### config.mk
export PLATFORM = sky130hd
export DESIGN_NAME = jump_trajectory_flat
export DESIGN_NICKNAME = d
export VERILOG_FILES = /design/src/rtl/jump_trajectory_pkg.sv /design/src/rtl/jump_trajectory_if.sv /design/src/rtl/jump_trajectory_tick_gen.sv /design/src/rtl/jump_trajectory.sv /design/src/flat_wrapper.sv
export SDC_FILE = /design/constraint.sdc
export NUM_CORES = 1
export LEC_CHECK = 0
export BUFFER_PORTS_ARGS = -buffer_cell sky130_fd_sc_hd__buf_2
export CORE_ASPECT_RATIO = 2
export CORE_MARGIN = 10
export CORE_UTILIZATION = 40
export CTS_CLUSTER_DIAMETER = 60
export DETAILED_ROUTE_END_ITERATION = 10
export PLACE_DENSITY = 0.54
export SYNTH_ARGS = -nofsm -noshare
export SYNTH_HDL_FRONTEND = slang
export SYNTH_SLANG_ARGS = --single-unit
### constraint.sdc
create_clock -name clk_jump -period 3.4 [get_ports clk_jump]
set_clock_uncertainty 0.05 [all_clocks]
set_input_delay 0.17 -clock clk_jump [delete_from_list [all_inputs] [get_ports clk_jump]]
set_output_delay 0.17 -clock clk_jump [all_outputs]
set_load 0.01 [all_outputs]
### src/rtl/jump_trajectory_pkg.sv
// Shared types and constants for the jump trajectory engine.
// Holds FSM encoding, Q4 fixed-point constants and pixel conversion helpers.
package jump_trajectory_pkg;

    typedef enum logic [1:0] {
        S_IDLE,
        S_FLY,
        S_DONE
    } jump_state_e;

    localparam int          FRAC_BITS  = 4;
    localparam int          V_MAX      = 127;
    localparam logic [14:0] X_MAX      = 15'h7FFF;
    localparam logic [8:0]  HEIGHT_MAX = 9'd511;

    // Clamp the charge-derived launch speed to the meaningful range.
    function automatic logic [6:0] clamp_v(input logic [10:0] v);
        return (v > 11'(V_MAX)) ? 7'(V_MAX) : v[6:0];
    endfunction

    // Q4 height to integer pixels, saturating at the 9-bit output range.
    function automatic logic [8:0] height_px(input logic signed [13:0] h);
        logic [13:0] u;
        logic [9:0]  px;
        u  = h[13] ? 14'd0 : unsigned'(h);
        px = 10'(u >> FRAC_BITS);
        return (px > {1'b0, HEIGHT_MAX}) ? HEIGHT_MAX : px[8:0];
    endfunction

    // Q4 distance to integer pixels; x is already saturated at X_MAX.
    function automatic logic [10:0] dist_px(input logic [14:0] x);
        return 11'(x >> FRAC_BITS);
    endfunction

endpackage

### src/rtl/jump_trajectory_if.sv
// Handshake bundle between the game FSM (master) and the jump engine (slave).
// Signals: i_jump_en, i_jump_v_init in; o_jump_done/dist/height (+o_jump_apex with JUMP_APEX_EN) out.
interface jump_trajectory_if;

    logic        i_jump_en;
    logic [10:0] i_jump_v_init;
    logic        o_jump_done;
    logic [10:0] o_jump_dist;
    logic [8:0]  o_jump_height;
`ifdef JUMP_APEX_EN
    logic        o_jump_apex;
`endif

    modport master (
        output i_jump_en,
        output i_jump_v_init,
        input  o_jump_done,
        input  o_jump_dist,
`ifdef JUMP_APEX_EN
        input  o_jump_apex,
`endif
        input  o_jump_height
    );

    modport slave (
        input  i_jump_en,
        input  i_jump_v_init,
        output o_jump_done,
        output o_jump_dist,
`ifdef JUMP_APEX_EN
        output o_jump_apex,
`endif
        output o_jump_height
    );

endinterface

### src/rtl/jump_trajectory_tick_gen.sv
// Physics step timer: counts TICK_DIV cycles and strobes o_tick on the last one.
// Ports: i_clk, i_rst (async high), i_clr (sync clear), i_en (count), o_tick.
module jump_tick_gen #(
    parameter int TICK_DIV = 196608
) (
    input  logic i_clk,
    input  logic i_rst,
    input  logic i_clr,
    input  logic i_en,
    output logic o_tick
);

    localparam int CW = (TICK_DIV > 1) ? $clog2(TICK_DIV) : 1;
    localparam logic [CW-1:0] LAST = CW'(TICK_DIV - 1);

    logic [CW-1:0] r_cnt;
    logic          w_last;

    assign w_last = (r_cnt == LAST);
    assign o_tick = i_en && w_last && !i_clr;

    always_ff @(posedge i_clk or posedge i_rst) begin
        if (i_rst) begin
            r_cnt <= '0;
        end else if (i_clr) begin
            r_cnt <= '0;
        end else if (i_en) begin
            r_cnt <= w_last ? '0 : r_cnt + CW'(1);
        end
    end

endmodule

### src/rtl/jump_trajectory.sv
// Ballistic jump engine: latches launch speed, steps height/distance per tick, flags landing.
// Ports: clk_jump, rst_jump (async high), io_bus (slave); JUMP_APEX_EN adds o_jump_apex.
module jump_trajectory
    import jump_trajectory_pkg::*;
#(
    parameter int TICK_DIV = 196608,
    parameter int GRAV_Q4  = 2,
    parameter int VX_Q4    = 32
) (
    input  logic              clk_jump,
    input  logic              rst_jump,
    jump_trajectory_if.slave  io_bus
);

    localparam logic signed [8:0] GRAV = 9'(GRAV_Q4);

    jump_state_e        r_state, w_state_n;
    logic signed [8:0]  r_vy, w_vy_n, w_vy_step;
    logic signed [13:0] r_h_q, w_h_n;
    logic signed [14:0] w_h_next;
    logic [14:0]        r_x_q, w_x_n, w_x_step;
    logic [15:0]        w_x_sum;
    logic [10:0]        r_dist, w_dist_n;
    logic [8:0]         r_height, w_height_n;
    logic               r_done, w_done_n;
    logic               w_start, w_tick;
`ifdef JUMP_APEX_EN
    logic               r_apex, w_apex_n;
`endif

    assign w_start = (r_state == S_IDLE) && io_bus.i_jump_en;

    jump_tick_gen #(
        .TICK_DIV (TICK_DIV)
    ) u_tick (
        .i_clk  (clk_jump),
        .i_rst  (rst_jump),
        .i_clr  (w_start),
        .i_en   (r_state == S_FLY),
        .o_tick (w_tick)
    );

    assign w_vy_step = r_vy - GRAV;
    assign w_h_next  = 15'(r_h_q) + 15'(r_vy);
    assign w_x_sum   = {1'b0, r_x_q} + 16'(VX_Q4);
    assign w_x_step  = w_x_sum[15] ? X_MAX : w_x_sum[14:0];

    always_ff @(posedge clk_jump or posedge rst_jump) begin
        if (rst_jump) begin
            r_state <= S_IDLE;
        end else begin
            r_state <= w_state_n;
        end
    end

    always_comb begin
        w_state_n  = r_state;
        w_vy_n     = r_vy;
        w_h_n      = r_h_q;
        w_x_n      = r_x_q;
        w_dist_n   = r_dist;
        w_height_n = r_height;
        w_done_n   = r_done;
`ifdef JUMP_APEX_EN
        w_apex_n   = 1'b0;
`endif
        unique case (r_state)
            S_IDLE: begin
                if (io_bus.i_jump_en) begin
                    w_vy_n     = signed'({2'b00, clamp_v(io_bus.i_jump_v_init)});
                    w_h_n      = '0;
                    w_x_n      = '0;
                    w_dist_n   = '0;
                    w_height_n = '0;
                    w_done_n   = 1'b0;
                    w_state_n  = S_FLY;
                end
            end
            S_FLY: begin
                if (!io_bus.i_jump_en) begin
                    w_dist_n   = '0;
                    w_height_n = '0;
                    w_done_n   = 1'b0;
                    w_state_n  = S_IDLE;
                end else begin
                    // Outputs trail the datapath by one cycle.
                    w_dist_n   = dist_px(r_x_q);
                    w_height_n = height_px(r_h_q);
                    if (w_tick) begin
                        w_vy_n = w_vy_step;
                        w_x_n  = w_x_step;
`ifdef JUMP_APEX_EN
                        w_apex_n = (r_vy > 9'sd0) && (w_vy_step <= 9'sd0);
`endif
                        if (w_h_next <= 15'sd0) begin
                            w_h_n      = '0;
                            w_height_n = '0;
                            w_done_n   = 1'b1;
                            w_state_n  = S_DONE;
                        end else begin
                            w_h_n = w_h_next[13:0];
                        end
                    end
                end
            end
            S_DONE: begin
                w_dist_n   = dist_px(r_x_q);
                w_height_n = '0;
                if (!io_bus.i_jump_en) begin
                    w_done_n  = 1'b0;
                    w_state_n = S_IDLE;
                end
            end
            default: begin
                w_state_n = S_IDLE;
            end
        endcase
    end

    always_ff @(posedge clk_jump or posedge rst_jump) begin
        if (rst_jump) begin
            r_vy     <= '0;
            r_h_q    <= '0;
            r_x_q    <= '0;
            r_dist   <= '0;
            r_height <= '0;
            r_done   <= 1'b0;
        end else begin
            r_vy     <= w_vy_n;
            r_h_q    <= w_h_n;
            r_x_q    <= w_x_n;
            r_dist   <= w_dist_n;
            r_height <= w_height_n;
            r_done   <= w_done_n;
        end
    end

`ifdef JUMP_APEX_EN
    always_ff @(posedge clk_jump or posedge rst_jump) begin
        if (rst_jump) begin
            r_apex <= 1'b0;
        end else begin
            r_apex <= w_apex_n;
        end
    end

    assign io_bus.o_jump_apex = r_apex;
`endif

    assign io_bus.o_jump_done   = r_done;
    assign io_bus.o_jump_dist   = r_dist;
    assign io_bus.o_jump_height = r_height;

endmodule

### src/flat_wrapper.sv
// flat-port wrapper written by rule: the top's interface ports become plain ports
module jump_trajectory_flat import jump_trajectory_pkg::*;
#(
    parameter int TICK_DIV = 196608,
    parameter int GRAV_Q4  = 2,
    parameter int VX_Q4    = 32
)
  (clk_jump, rst_jump, io_bus_i_jump_en, io_bus_i_jump_v_init, io_bus_o_jump_done, io_bus_o_jump_dist, io_bus_o_jump_height);
  jump_trajectory_if io_bus_i ();
  input  logic clk_jump;
  input  logic rst_jump;
  input wire logic [$bits(io_bus_i.i_jump_en)-1:0] io_bus_i_jump_en;
  input wire logic [$bits(io_bus_i.i_jump_v_init)-1:0] io_bus_i_jump_v_init;
  output wire logic [$bits(io_bus_i.o_jump_done)-1:0] io_bus_o_jump_done;
  output wire logic [$bits(io_bus_i.o_jump_dist)-1:0] io_bus_o_jump_dist;
  output wire logic [$bits(io_bus_i.o_jump_height)-1:0] io_bus_o_jump_height;
  assign io_bus_i.i_jump_en = io_bus_i_jump_en;
  assign io_bus_i.i_jump_v_init = io_bus_i_jump_v_init;
  assign io_bus_o_jump_done = io_bus_i.o_jump_done;
  assign io_bus_o_jump_dist = io_bus_i.o_jump_dist;
  assign io_bus_o_jump_height = io_bus_i.o_jump_height;
  jump_trajectory #(.TICK_DIV(TICK_DIV), .GRAV_Q4(GRAV_Q4), .VX_Q4(VX_Q4)) u_core (.clk_jump(clk_jump), .rst_jump(rst_jump), .io_bus(io_bus_i));
endmodule
# Word-level counts from Yosys, hierarchy flattened
# Index checks and enable logic that the tools add are counted.
# classes
n_addsub,4
n_lt_le_gt_ge,3
n_eq_ne,9
mux,40
reduce_logical,12
# ops
cell,n
9-bit 2-to-1 mux,8
15-bit 2-to-1 mux,4
14-bit 2-to-1 mux,4
18-bit 2-to-1 mux,3
11-bit case mux with 3 select lines,1
15-bit case mux with 2 select lines,1
14-bit case mux with 2 select lines,1
9-bit case mux with 3 select lines,1
11-bit 2-to-1 mux,2
18-bit by 1-bit adder with 18-bit output (second input constant),1
18-bit == test (second input constant),1
9-bit case mux with 2 select lines,1
15-bit by 6-bit adder with 16-bit output (second input constant),1
14-bit by 9-bit adder with 15-bit output,1
15-bit by 1-bit less-or-equal comparator with 1-bit output (second input constant),1
13-bit 2-to-1 mux,1
11-bit by 7-bit greater-than comparator with 1-bit output (second input constant),1
10-bit by 9-bit greater-than comparator with 1-bit output (second input constant),1
2-bit 2-to-1 mux,5
9-bit by 3-bit subtractor with 9-bit output (second input constant),1
4-bit AND reduction,2
7-bit 2-to-1 mux,1
2-bit != test (second input constant),3
3-bit by 2-bit != test with 1-bit output (second input constant),2
other kinds (13),20
# totals
regBits,79
in_bits,14
elab_cells,76

# Logic depth before layout (Yosys ltp)
# Gate-level depths: netlist (run 1).
# logic_depth
word_depth,7
mapped_depth,11
mapped_depth_nobuf,11

# Modules after synthesis
# Synthesis (run 1) repeated with hierarchy kept, for this count alone.
# unflattened
hier_cells,449
hier_area_um2,4332.9
# modules_own_cells
module,n_inst,cells_each,area_per_inst_um2
jump_trajectory,1,343,3368.2
jump_tick_gen,1,106,964.7

# Least setup slack after synthesis (run 1)
# Ideal clock, no wire load.
# synth_path
path_type,flip-flop to flip-flop
start,register u_core.r_h_q[0]
end,register u_core.r_height[0] (netlist: u_core.io_bus.o_jump_height[0])
arrival_ns,2.656
t_required_ns,3.229
slack_ns,0.573
stages_incl_launch_ff,12
path_buffers,0
period_less_slack_ns,2.827
cell_sequence,dfrtp_1 > ha_1 > inv_1 > fa_1 > nand2b_1 > a21o_4 > a21oi_4 > nand2_1 > o311a_2 > nor4b_4 > o31ai_4 > a22o_1
# synth_between
elab_chain_cells,6
# synth_lines
item,line,rtl
"start, declared",jump_trajectory.sv:19,"logic signed [13:0] r_h_q, w_h_n;"
"start signal, assigned",jump_trajectory.sv:130,r_h_q <= w_h_n;
14-bit by 9-bit adder with 15-bit output,jump_trajectory.sv:44,assign w_h_next = 15'(r_h_q) + 15'(r_vy);
15-bit by 1-bit less-or-equal comparator with 1-bit output,jump_trajectory.sv:95,if (w_h_next <= 15'sd0) begin
9-bit 2-to-1 mux,jump_trajectory.sv:95,
9-bit 2-to-1 mux,jump_trajectory.sv:89,if (w_tick) begin
9-bit 2-to-1 mux,jump_trajectory.sv:80,if (!io_bus.i_jump_en) begin
9-bit case mux with 3 select lines,jump_trajectory.sv:67,unique case (r_state)
"end signal, assigned",jump_trajectory.sv:133,r_height <= w_height_n;
"end, declared",jump_trajectory.sv:24,"logic [8:0] r_height, w_height_n;"
# No other way between the ends.
# A chain may end at the register's enable or synchronous reset.

# Worst setup path after layout (run 1)
# layout_path
start,register u_core.r_vy[0]
end,register u_core.r_height[1] (netlist: u_core.io_bus.o_jump_height[1])
# layout_between
elab_chain_cells,6
# layout_lines
item,line,rtl
"start, declared",jump_trajectory.sv:18,"logic signed [8:0] r_vy, w_vy_n, w_vy_step;"
"start signal, assigned",jump_trajectory.sv:129,r_vy <= w_vy_n;
14-bit by 9-bit adder with 15-bit output,jump_trajectory.sv:44,
15-bit by 1-bit less-or-equal comparator with 1-bit output,jump_trajectory.sv:95,
9-bit 2-to-1 mux,jump_trajectory.sv:95,
9-bit 2-to-1 mux,jump_trajectory.sv:89,
9-bit 2-to-1 mux,jump_trajectory.sv:80,
9-bit case mux with 3 select lines,jump_trajectory.sv:67,
# No other way between the ends.

==> results.sh, run 1 <==
export IMPL_crit_path_end="u_core.io_bus.o_jump_height[1]"
export IMPL_fin_util_pct=46.2
export IMPL_regToRegStartpoint="u_core.r_vy[0]"
export IMPL_comb_power_share_pct=25.8
export IMPL_tritoncts="done"
export IMPL_fraction_of_the_yosys_area_taken_by_sequential_cells_pct=42.5
export IMPL_max_slew_margin_rel_pct=36.7
export IMPL_maximum_buffer_depth_of_the_clock_tree=2
export IMPL_yosys_register_bits=75
export IMPL_routed_wire_per_std_cell_um=17.4
export IMPL_p_seq_share_pct=37.9
export IMPL_share_of_async_settable_or_async_resettable_flops_after_synthesis_pct=100
export IMPL_htree_num_levels=3
export IMPL_power_switching_mw=0.947
export IMPL_unrepaired_setup_endpoints_after_global_routing="no"
export IMPL_n_fill_cell=1091
export IMPL_regToRegSetupSlack_ns=0.36
export IMPL_final_common_cell="sky130_fd_sc_hd__dfrtp_1"
export IMPL_most_common_layout_cells="sky130_fd_sc_hd__dfrtp_1, sky130_fd_sc_hd__nand2_1, sky130_fd_sc_hd__nor2_1"
export IMPL_launch_point_of_the_worst_path="u_core.r_vy[0]"
export IMPL_grt_util_all_layers_pct=14.4
export IMPL_cts_num_sinks=75
export IMPL_setup_viols_final=0
export IMPL_grt_max_degree=76
export IMPL_worst_setup_path_end_kind="register"
export IMPL_grt_antenna_before_repair=0
export IMPL_worst_hold_path_type="input pin to register"
export IMPL_peakVddDrop_v=0.000279
export IMPL_r2r_end="u_core.io_bus.o_jump_height[1]"
export IMPL_floorplan_die_area_um2=15900
export IMPL_maxSlewViolCount=0
export IMPL_finalCriticalPeriod_ns=3.04
export IMPL_ant_cells=0
export IMPL_finalHoldViolCount=0
export IMPL_first_pass_iters=4
export IMPL_place_detailed_hpwl_um=8330
export IMPL_yosys_cell_types_count=72
export IMPL_flow_area_growth_from_synthesis_pct=13.8
export IMPL_port_buffers=34
export IMPL_synthesized_area_um2=4420
export IMPL_critical_path_cell_chain="ha_1 > inv_1 > fa_1 > nand2b_1 > a21o_4 > a211oi_2 > o21ai_0 > a21oi_1 > nor4b_4 > o31ai_4 > a22o_1"
export IMPL_crit_required_ns=3.57
export IMPL_crit_share_post_route_pct=89.5
export IMPL_initial_core_util_pct=40.6
export IMPL_fin_setup_tns_ns=0
export IMPL_postCtsResizedCells=0
export IMPL_global_route_wire_length_before_repair_um=18300
export IMPL_worstRegToRegCells=11
export IMPL_power_internal_mw=1.86
export IMPL_count_of_mapped_cells_out_of_synthesis=446
export IMPL_cts_setup_buffers=0
export IMPL_worst_skew_pair_latency_ns=0.33
export IMPL_critical_path_slowest_cell="sky130_fd_sc_hd__fa_1"
export IMPL_finalNetCount=516
export IMPL_antenna_left=0
export IMPL_worst_slew_pin_slew_ns=0.950
export IMPL_clock_power_share_pct=36.2
export IMPL_postSynthAreaPerCell_um2=9.90
export IMPL_cap_viol_max_count=0
export IMPL_drc=0
export IMPL_floorplan_die_height_um=169
export IMPL_first_global_vias=3670
export IMPL_outcome="completed"
export IMPL_cts_buffers=9
export IMPL_globalplace_congestion=0.808
export IMPL_worstSetupPathType="register to register"
export IMPL_synth_nets=482
export IMPL_detail_route_iter0_violations=140
export IMPL_clk_transition_reported_paths_ns=0.06
export IMPL_globalRoute_totalOverflow=0
export IMPL_crit_path_max_fanout=9
export IMPL_number_of_synthesis_warnings=0
export IMPL_power_per_cell_area_nw_per_um2=559
export IMPL_p_leak_nw=2.28
export IMPL_startpoint_type="register"
export IMPL_cts_hold_buffers_added=0
export IMPL_chipWidth_um=94.3
export IMPL_layout_drive_gt1_share_pct=18.8
export IMPL_maxClockFrequency_mhz=329
export IMPL_number_of_enable_flip_flop_cells_after_synthesis=0
export IMPL_power_switching_fraction_pct=33.7
export IMPL_dr_total_vias=3515
export IMPL_clockRootBuffer="sky130_fd_sc_hd__clkbuf_16"
export IMPL_worstPathArrival_ns=3.21
export IMPL_critical_path_max_stage_delay_ns=0.39
export IMPL_design_core_area_um2=10900
export IMPL_drt_wl_total_um=10900
export IMPL_synth_top_flop_cell="sky130_fd_sc_hd__dfrtp_1"
export IMPL_rows=54
export IMPL_via_per_inst=5.63
export IMPL_floorplan_io_pins=35
## power groups by stage
stage | sequential (mW) | clock, mW | combinational [mW]
after floorplan | 1.05 | 0 | 0.582
after global placement | 1.08 | 0 | 0.722
after detailed placement | 1.08 | 0 | 0.733
after CTS | 1.06 | 1.05 | 0.736
after global routing | 1.08 | 1.08 | 0.835
final | 1.07 | 1.02 | 0.726
## flip-flops by register name, summed over array words and instances, names as in the netlist
register                     flops
u_core.io_bus.o_jump_dist       11
u_core.io_bus.o_jump_done        1
u_core.io_bus.o_jump_height      9
u_core.r_h_q                    14
u_core.r_state                   2
u_core.r_vy                      9
u_core.r_x_q                    11
u_core.u_tick.r_cnt             18
## synth_stat cells (3+ instances only)
library cell               count  area [um2]
sky130_fd_sc_hd__nand2b_1      5        31.3
sky130_fd_sc_hd__a21oi_1      26         130
sky130_fd_sc_hd__o31ai_1       5        37.5
sky130_fd_sc_hd__mux2i_1       3        30.0
sky130_fd_sc_hd__inv_1        13        48.8
sky130_fd_sc_hd__nand3_1      22         110
sky130_fd_sc_hd__a22o_1       31         272
sky130_fd_sc_hd__o21a_1        4        30.0
sky130_fd_sc_hd__and3_1        3        18.8
sky130_fd_sc_hd__xnor2_1       6        52.6
sky130_fd_sc_hd__nand2_1      41         154
sky130_fd_sc_hd__nor2_1       41         154
sky130_fd_sc_hd__ha_1         21         263
sky130_fd_sc_hd__and4_1        5        43.8
sky130_fd_sc_hd__nor2b_1       4        25.0
sky130_fd_sc_hd__xor2_1       17         149
sky130_fd_sc_hd__nand4_1       7        43.8
sky130_fd_sc_hd__a31oi_1       3        18.8
sky130_fd_sc_hd__dfrtp_1      75        1880
sky130_fd_sc_hd__o21ai_1       6        30.0
sky130_fd_sc_hd__a211oi_2      4        50.1
sky130_fd_sc_hd__clkbuf_1     11        41.3
sky130_fd_sc_hd__o21ai_0      26         130
## worst max-delay path, delay by kind of cell (launching register included)
family          cells  cell delay, ns
compound gates      6            1.29
fa+ha+maj           2            0.60
simple gates        2            0.56
flops               1            0.35
buf+inv             1            0.07
## worst min-delay path by stage
stage | start | endpoint | slack (ns) | cells past startpoint
3_5_place_dp | io_bus_i_jump_v_init[1] | u_core.r_vy[1] | 0.40 | 3
4_1_cts | io_bus_i_jump_v_init[1] | u_core.r_vy[1] | 0.04 | 3
6_report | io_bus_i_jump_v_init[1] | u_core.r_vy[1] | 0.05 | 3
3_3_place_gp | io_bus_i_jump_v_init[1] | u_core.r_vy[1] | 0.39 | 3
2_1_floorplan | io_bus_i_jump_v_init[1] | u_core.r_vy[1] | 0.29 | 2
5_1_grt | io_bus_i_jump_v_init[2] | u_core.r_vy[2] | 0.06 | 3
## area by class of cell
class                   instances  area [um2]  share of cell area (%)
multi-input cells             341        2390                    47.6
flip-flops and latches         75        1880                    37.3
clock buffers                  10         239                    4.75
repair buffers                 40         215                    4.28
well taps                     140         175                    3.49
clock inverters                 5        77.6                    1.54
inverters                      13        48.8                   0.971
## logic make-up (layout without fill, tap and decap cells)
logic type	count (synthesis)	after routing	share of synthesized area, %
AND/OR/NAND/NOR	153	153	18.2
buffers and inverters	30	68	3.31
AO/OA/AOI/OAI	138	138	23.7
adder cells (fa/ha/maj)	22	22	6.40
multiplexers	4	4	0.935
XOR/XNOR	24	24	4.93
flip-flops	75	75	42.5
## through the flow
stage	hold slack [ns]	total power, mW	area, um2	std cells	setup slack (ns)
3_3_place_gp	0.390	1.80	4710	609	0.390
6_report	0.0480	2.81	5030	624	0.357
3_5_place_dp	0.398	1.81	4710	609	0.318
5_1_grt	0.0638	2.99	5030	624	0.108
2_1_floorplan	0.288	1.63	4420	446	0.573
4_1_cts	0.0404	2.85	5030	624	0.300
## routing by layer
| metal | up-vias | GRT usage, % | part of all wire, % |
|---|---|---|---|
| met5 | - | 0 | 0 |
| met4 | 0 | 8.84 | 4.4 |
| met3 | 29 | 2.48 | 2.8 |
| met2 | 61 | 25.6 | 54 |
| met1 | 1721 | 14.9 | 38 |
| li1 | 1704 | - | - |
Power figures use the tool's default switching activity.
==> inputs of run 2 (changes only) <==
--- a/config.mk
+++ b/config.mk
@@ -11,7 +11,6 @@
 export CORE_UTILIZATION = 40
 export CTS_CLUSTER_DIAMETER = 60
 export DETAILED_ROUTE_END_ITERATION = 10
-export PLACE_DENSITY = 0.54
 export SYNTH_ARGS = -nofsm -noshare
 export SYNTH_HDL_FRONTEND = slang
 export SYNTH_SLANG_ARGS = --single-unit
==> results.sh, run 2 (synthesized netlist as in run 1, its figures left out) <==
export IMPL_outcome="completed"
export IMPL_peakVddDrop_v=0.000270
export IMPL_p_leak_nw=2.26
export IMPL_finalCriticalPeriod_ns=3.10
export IMPL_fin_setup_tns_ns=0
export IMPL_design_core_area_um2=10900
export IMPL_ant_cells=0
export IMPL_clockRootBuffer="sky130_fd_sc_hd__clkbuf_16"
export IMPL_grt_max_degree=76
export IMPL_rows=54
export IMPL_antenna_left=0
export IMPL_floorplan_die_height_um=169
export IMPL_worst_setup_path_end_kind="register"
export IMPL_max_slew_margin_rel_pct=37.5
export IMPL_grt_antenna_before_repair=0
export IMPL_largest_register="u_core.u_tick.r_cnt"
export IMPL_grt_util_all_layers_pct=14.1
export IMPL_finalHoldViolCount=0
export IMPL_drc=0
export IMPL_floorplan_io_pins=35
export IMPL_finalNetCount=515
export IMPL_first_pass_iters=4
export IMPL_worstSetupPathType="register to register"
export IMPL_tritoncts="done"
export IMPL_initial_core_util_pct=40.6
export IMPL_detail_route_iter0_violations=129
export IMPL_via_per_inst=5.65
export IMPL_cts_hold_buffers_added=0
export IMPL_worst_slew_pin_slew_ns=0.937
export IMPL_most_common_layout_cells="sky130_fd_sc_hd__dfrtp_1, sky130_fd_sc_hd__nand2_1, sky130_fd_sc_hd__nor2_1"
export IMPL_cts_num_sinks=75
export IMPL_flip_flop_count_of_the_largest_register_all_copies_and_words_added=18
export IMPL_maximum_buffer_depth_of_the_clock_tree=2
export IMPL_flow_area_growth_from_synthesis_pct=12.7
export IMPL_floorplan_die_area_um2=15900
export IMPL_cap_viol_max_count=0
export IMPL_htree_num_levels=3
export IMPL_dr_total_vias=3520
export IMPL_setup_viols_final=0
export IMPL_routed_wire_per_std_cell_um=17.1
export IMPL_clk_transition_reported_paths_ns=0.05
export IMPL_place_detailed_hpwl_um=8260
export IMPL_layout_drive_gt1_share_pct=18.0
export IMPL_global_route_wire_length_before_repair_um=18100
export IMPL_chipWidth_um=94.3
export IMPL_globalplace_congestion=0.856
export IMPL_first_global_vias=3639
export IMPL_startpoint_type="register"
export IMPL_unrepaired_setup_endpoints_after_global_routing="no"
export IMPL_worst_hold_path_type="input pin to register"
export IMPL_port_buffers=34
export IMPL_design_power_total_mw=2.69
export IMPL_crit_required_ns=3.61
export IMPL_globalRoute_totalOverflow=0
export IMPL_final_common_cell="sky130_fd_sc_hd__dfrtp_1"
export IMPL_cts_setup_buffers=0
export IMPL_crit_path_max_fanout=9
export IMPL_worst_skew_pair_latency_ns=0.33
export IMPL_crit_share_post_route_pct=91.3
export IMPL_cts_buffers=9
export IMPL_maxSlewViolCount=0
export IMPL_reg_largest_list="u_core.u_tick.r_cnt (18), u_core.r_h_q (14)"
export IMPL_maxClockFrequency_mhz=322
export IMPL_drt_wl_total_um=10700
export IMPL_power_per_cell_area_nw_per_um2=540
export IMPL_worstPathArrival_ns=3.32
export IMPL_postCtsResizedCells=0
## run 2: through the flow
| stage | cells | util (%) | hold WS, ns | instance area (um2) | worst slack [ns] |
|---|---|---|---|---|---|
| CTS | 623 | 45.8 | 0.0406 | 4980 | 0.272 |
| global route | 623 | 45.8 | 0.0611 | 4980 | 0.0596 |
| global placement | 608 | 43.2 | 0.385 | 4700 | 0.412 |
| floorplan | 446 | - | 0.288 | 4420 | 0.573 |
| finish | 623 | 45.8 | 0.0542 | 4980 | 0.297 |
| detailed placement | 608 | 43.2 | 0.387 | 4700 | 0.303 |
## run 2: power by group
part / leakage [nW] / switching (mW) / total [mW] / internal [mW]
Sequential: 1.02 / 0.0925 / 1.06 / 0.971
Combinational: 1.10 / 0.489 / 0.720 / 0.231
Clock: 0.136 / 0.343 / 0.905 / 0.562
Total: 2.26 / 0.925 / 2.69 / 1.76
## run 2: final cells by class
type	instances	area, um2
Clock buffer	12	236
Tap cell	140	175
Clock inverter	3	40.0
Sequential cell	75	1880
Timing Repair Buffer	39	208
Multi-Input combinational cell	341	2390
Inverter	13	48.8
Fill cell	1042	5900
## run 2: metal layers
metal	track usage (%)	part of all wire [%]	vias to the layer above
met2	24.8	54	59
met1	15.0	39	1733
met5	0	0	-
met4	7.97	4.0	0
met3	2.61	3.2	25
li1	-	-	1703
## run 2: worst max-delay path: stages, from the launching register on
cell and delay [ns]:
sky130_fd_sc_hd__dfrtp_1 0.35, sky130_fd_sc_hd__ha_1 0.23, sky130_fd_sc_hd__inv_1 0.08, sky130_fd_sc_hd__fa_1 0.39, sky130_fd_sc_hd__nand2b_1 0.19, sky130_fd_sc_hd__a21o_4 0.24
sky130_fd_sc_hd__a211oi_2 0.25, sky130_fd_sc_hd__o21bai_1 0.11, sky130_fd_sc_hd__a211oi_2 0.35, sky130_fd_sc_hd__nor2_4 0.10, sky130_fd_sc_hd__o31ai_4 0.48, sky130_fd_sc_hd__a22o_1 0.21
## run 2: final timing paths
check / cells after the start / slack [ns] / from / endpoint
min: 3 / 0.05 / io_bus_i_jump_v_init[1] / u_core.r_vy[1]
max reg2reg: 11 / 0.30 / u_core.r_h_q[0] / u_core.io_bus.o_jump_height[4]
max in group asynchronous: 3 / 2.62 / rst_jump / u_core.u_tick.r_cnt[0]
min in group asynchronous: 3 / 0.09 / rst_jump / u_core.io_bus.o_jump_dist[8]
min reg2reg: 1 / 0.43 / u_core.u_tick.r_cnt[17] / u_core.u_tick.r_cnt[17]
max: 11 / 0.30 / u_core.r_h_q[0] / u_core.io_bus.o_jump_height[4]
==> inputs of run 3 (changes only) <==
==> constraint.sdc (replaced) <==
create_clock -name clk_jump -period 3.05 [get_ports clk_jump]
set_clock_uncertainty 0.05 [all_clocks]
set_input_delay 0.305 -clock clk_jump [delete_from_list [all_inputs] [get_ports clk_jump]]
set_output_delay 0.305 -clock clk_jump [all_outputs]
set_load 0.01 [all_outputs]
==> results.sh, run 3 (synthesized netlist as in run 1, its figures left out) <==
export IMPL_floorplan_io_pins=35
export IMPL_reg_largest_list="u_core.u_tick.r_cnt (18), u_core.r_h_q (14)"
export IMPL_grt_util_all_layers_pct=14.3
export IMPL_outcome="completed"
export IMPL_largest_register="u_core.u_tick.r_cnt"
export IMPL_power_internal_mw=2.04
export IMPL_floorplan_die_height_um=169
export IMPL_power_switching_fraction_pct=34.3
export IMPL_cts_setup_buffers=0
export IMPL_clk_transition_reported_paths_ns=0.06
export IMPL_globalRoute_totalOverflow=0
export IMPL_floorplan_die_area_um2=15900
export IMPL_ant_cells=0
export IMPL_setup_viols_final=0
export IMPL_worst_slew_pin_slew_ns=0.935
export IMPL_holdPathStages=3
export IMPL_p_seq_share_pct=38.1
export IMPL_fin_setup_tns_ns=0
export IMPL_worst_hold_startpoint="io_bus_i_jump_v_init[2]"
export IMPL_clockRootBuffer="sky130_fd_sc_hd__clkbuf_16"
export IMPL_first_pass_iters=6
export IMPL_regToRegSetupSlack_ns=0.16
export IMPL_crit_required_ns=3.22
export IMPL_worstRegToRegCells=12
export IMPL_globalplace_congestion=0.862
export IMPL_antenna_left=0
export IMPL_flip_flop_count_of_the_largest_register_all_copies_and_words_added=18
export IMPL_crit_share_post_route_pct=94.7
export IMPL_p_leak_nw=2.36
export IMPL_cts_buffers=9
export IMPL_clock_power_share_pct=33.7
export IMPL_flow_area_growth_from_synthesis_pct=16.1
export IMPL_hold_path_endpoint="u_core.r_vy[2]"
export IMPL_maximum_buffer_depth_of_the_clock_tree=2
export IMPL_detail_route_iter0_violations=159
export IMPL_grt_max_degree=76
export IMPL_initial_core_util_pct=40.6
export IMPL_max_slew_margin_rel_pct=37.6
export IMPL_first_global_vias=3648
export IMPL_finalNetCount=526
export IMPL_worstSetupPathType="register to register"
export IMPL_comb_power_share_pct=28.2
export IMPL_r2r_end="u_core.io_bus.o_jump_height[1]"
export IMPL_final_common_cell="sky130_fd_sc_hd__dfrtp_1"
export IMPL_power_per_cell_area_nw_per_um2=606
export IMPL_dr_total_vias=3585
export IMPL_regToRegStartpoint="u_core.r_vy[0]"
export IMPL_routed_wire_per_std_cell_um=17.3
export IMPL_power_switching_mw=1.06
export IMPL_maxClockFrequency_mhz=346
export IMPL_layout_drive_gt1_share_pct=21.2
export IMPL_place_detailed_hpwl_um=8360
export IMPL_pre_cts_slack_ns=0.0839
export IMPL_startpoint_type="register"
export IMPL_port_buffers=34
export IMPL_design_core_area_um2=10900
export IMPL_finalCriticalPeriod_ns=2.89
export IMPL_worst_hold_path_type="input pin to register"
export IMPL_via_per_inst=5.65
export IMPL_cap_viol_max_count=0
export IMPL_tritoncts="done"
export IMPL_grt_antenna_before_repair=0
export IMPL_cts_num_sinks=75
export IMPL_drt_wl_total_um=11000
export IMPL_maxSlewViolCount=0
export IMPL_worst_skew_pair_latency_ns=0.33
export IMPL_global_route_wire_length_before_repair_um=18300
export IMPL_peakVddDrop_v=0.000276
export IMPL_drc=0
export IMPL_worstPathArrival_ns=3.06
export IMPL_finalHoldViolCount=0
export IMPL_htree_num_levels=3
export IMPL_most_common_layout_cells="sky130_fd_sc_hd__dfrtp_1, sky130_fd_sc_hd__nand2_1, sky130_fd_sc_hd__nor2_1"
export IMPL_chipWidth_um=94.3
export IMPL_timing_final_ws_setup_ns=0.160
export IMPL_rows=54
export IMPL_worst_setup_path_end_kind="register"
export IMPL_crit_path_max_fanout=9
==> run 3: timing repair <==
| action | 4_1_cts | 5_1_grt |
|---|---|---|
| hold buffers | 0 | 0 |
| gates resized for setup | 0 | 7 |
| endpoints found under the setup margin | 0 | 18 |
==> run 3: cell type report <==
type	instances	area [um2]
Clock inverter	5	52.6
Fill cell	1046	5750
Multi-Input combinational cell	341	2430
Sequential cell	75	1880
Clock buffer	11	243
Inverter	13	48.8
Tap cell	140	175
Timing Repair Buffer	50	303
==> run 3: worst max-delay path by stage <==
stage	startpoint	to	slack (ns)	cells past startpoint
after CTS	u_core.r_vy[0]	u_core.io_bus.o_jump_height[1]	0.05	12
after global placement	u_core.r_h_q[0]	u_core.io_bus.o_jump_height[6]	0.14	12
final	u_core.r_vy[0]	u_core.io_bus.o_jump_height[1]	0.16	12
after detailed placement	u_core.r_vy[0]	u_core.io_bus.o_jump_height[4]	0.08	12
after global routing	u_core.r_vy[8]	u_core.io_bus.o_jump_height[0]	-0.01	10
after floorplan	u_core.r_h_q[0]	u_core.io_bus.o_jump_height[0]	0.22	11
==> run 3: routing by layer <==
metal,part of all wire [%],GRT usage (%)
met2,54,25.5
met3,3.4,2.97
met4,3.1,6.58
met5,0,0
met1,39,15.4
==> run 3: stage by stage <==
stage               hold WS [ns]  utilization, %  std cells  total power [mW]  cell area, um2
floorplan                  0.388               -        446              1.82            4420
global placement           0.431            44.1        619              2.04            4800
detailed placement         0.422            44.1        619              2.07            4800
CTS                        0.191            46.8        635              3.13            5090
global route               0.205            47.1        635              3.31            5130
finish                     0.200            47.1        635              3.11            5130
==> run 3: worst max-delay path: stages, from the launching register on <==
cell and delay [ns]:
sky130_fd_sc_hd__dfrtp_1 0.36, sky130_fd_sc_hd__ha_1 0.17, sky130_fd_sc_hd__inv_1 0.06, sky130_fd_sc_hd__fa_1 0.39, sky130_fd_sc_hd__nand2b_4 0.16, sky130_fd_sc_hd__a21o_4 0.23, sky130_fd_sc_hd__a21oi_4 0.15, sky130_fd_sc_hd__nand2_1 0.09
sky130_fd_sc_hd__o311a_4 0.39, sky130_fd_sc_hd__nor4b_4 0.29, sky130_fd_sc_hd__o31ai_4 0.10, sky130_fd_sc_hd__buf_12 0.15, sky130_fd_sc_hd__a22o_1 0.18
==> run 3: power groups by stage <==
stage / registers [mW] / clock network [mW] / logic [mW]
floorplan: 1.17 / 0 / 0.649
global route: 1.20 / 1.11 / 0.999
CTS: 1.18 / 1.07 / 0.878
finish: 1.18 / 1.05 / 0.876
global placement: 1.19 / 0 / 0.851
detailed placement: 1.20 / 0 / 0.872
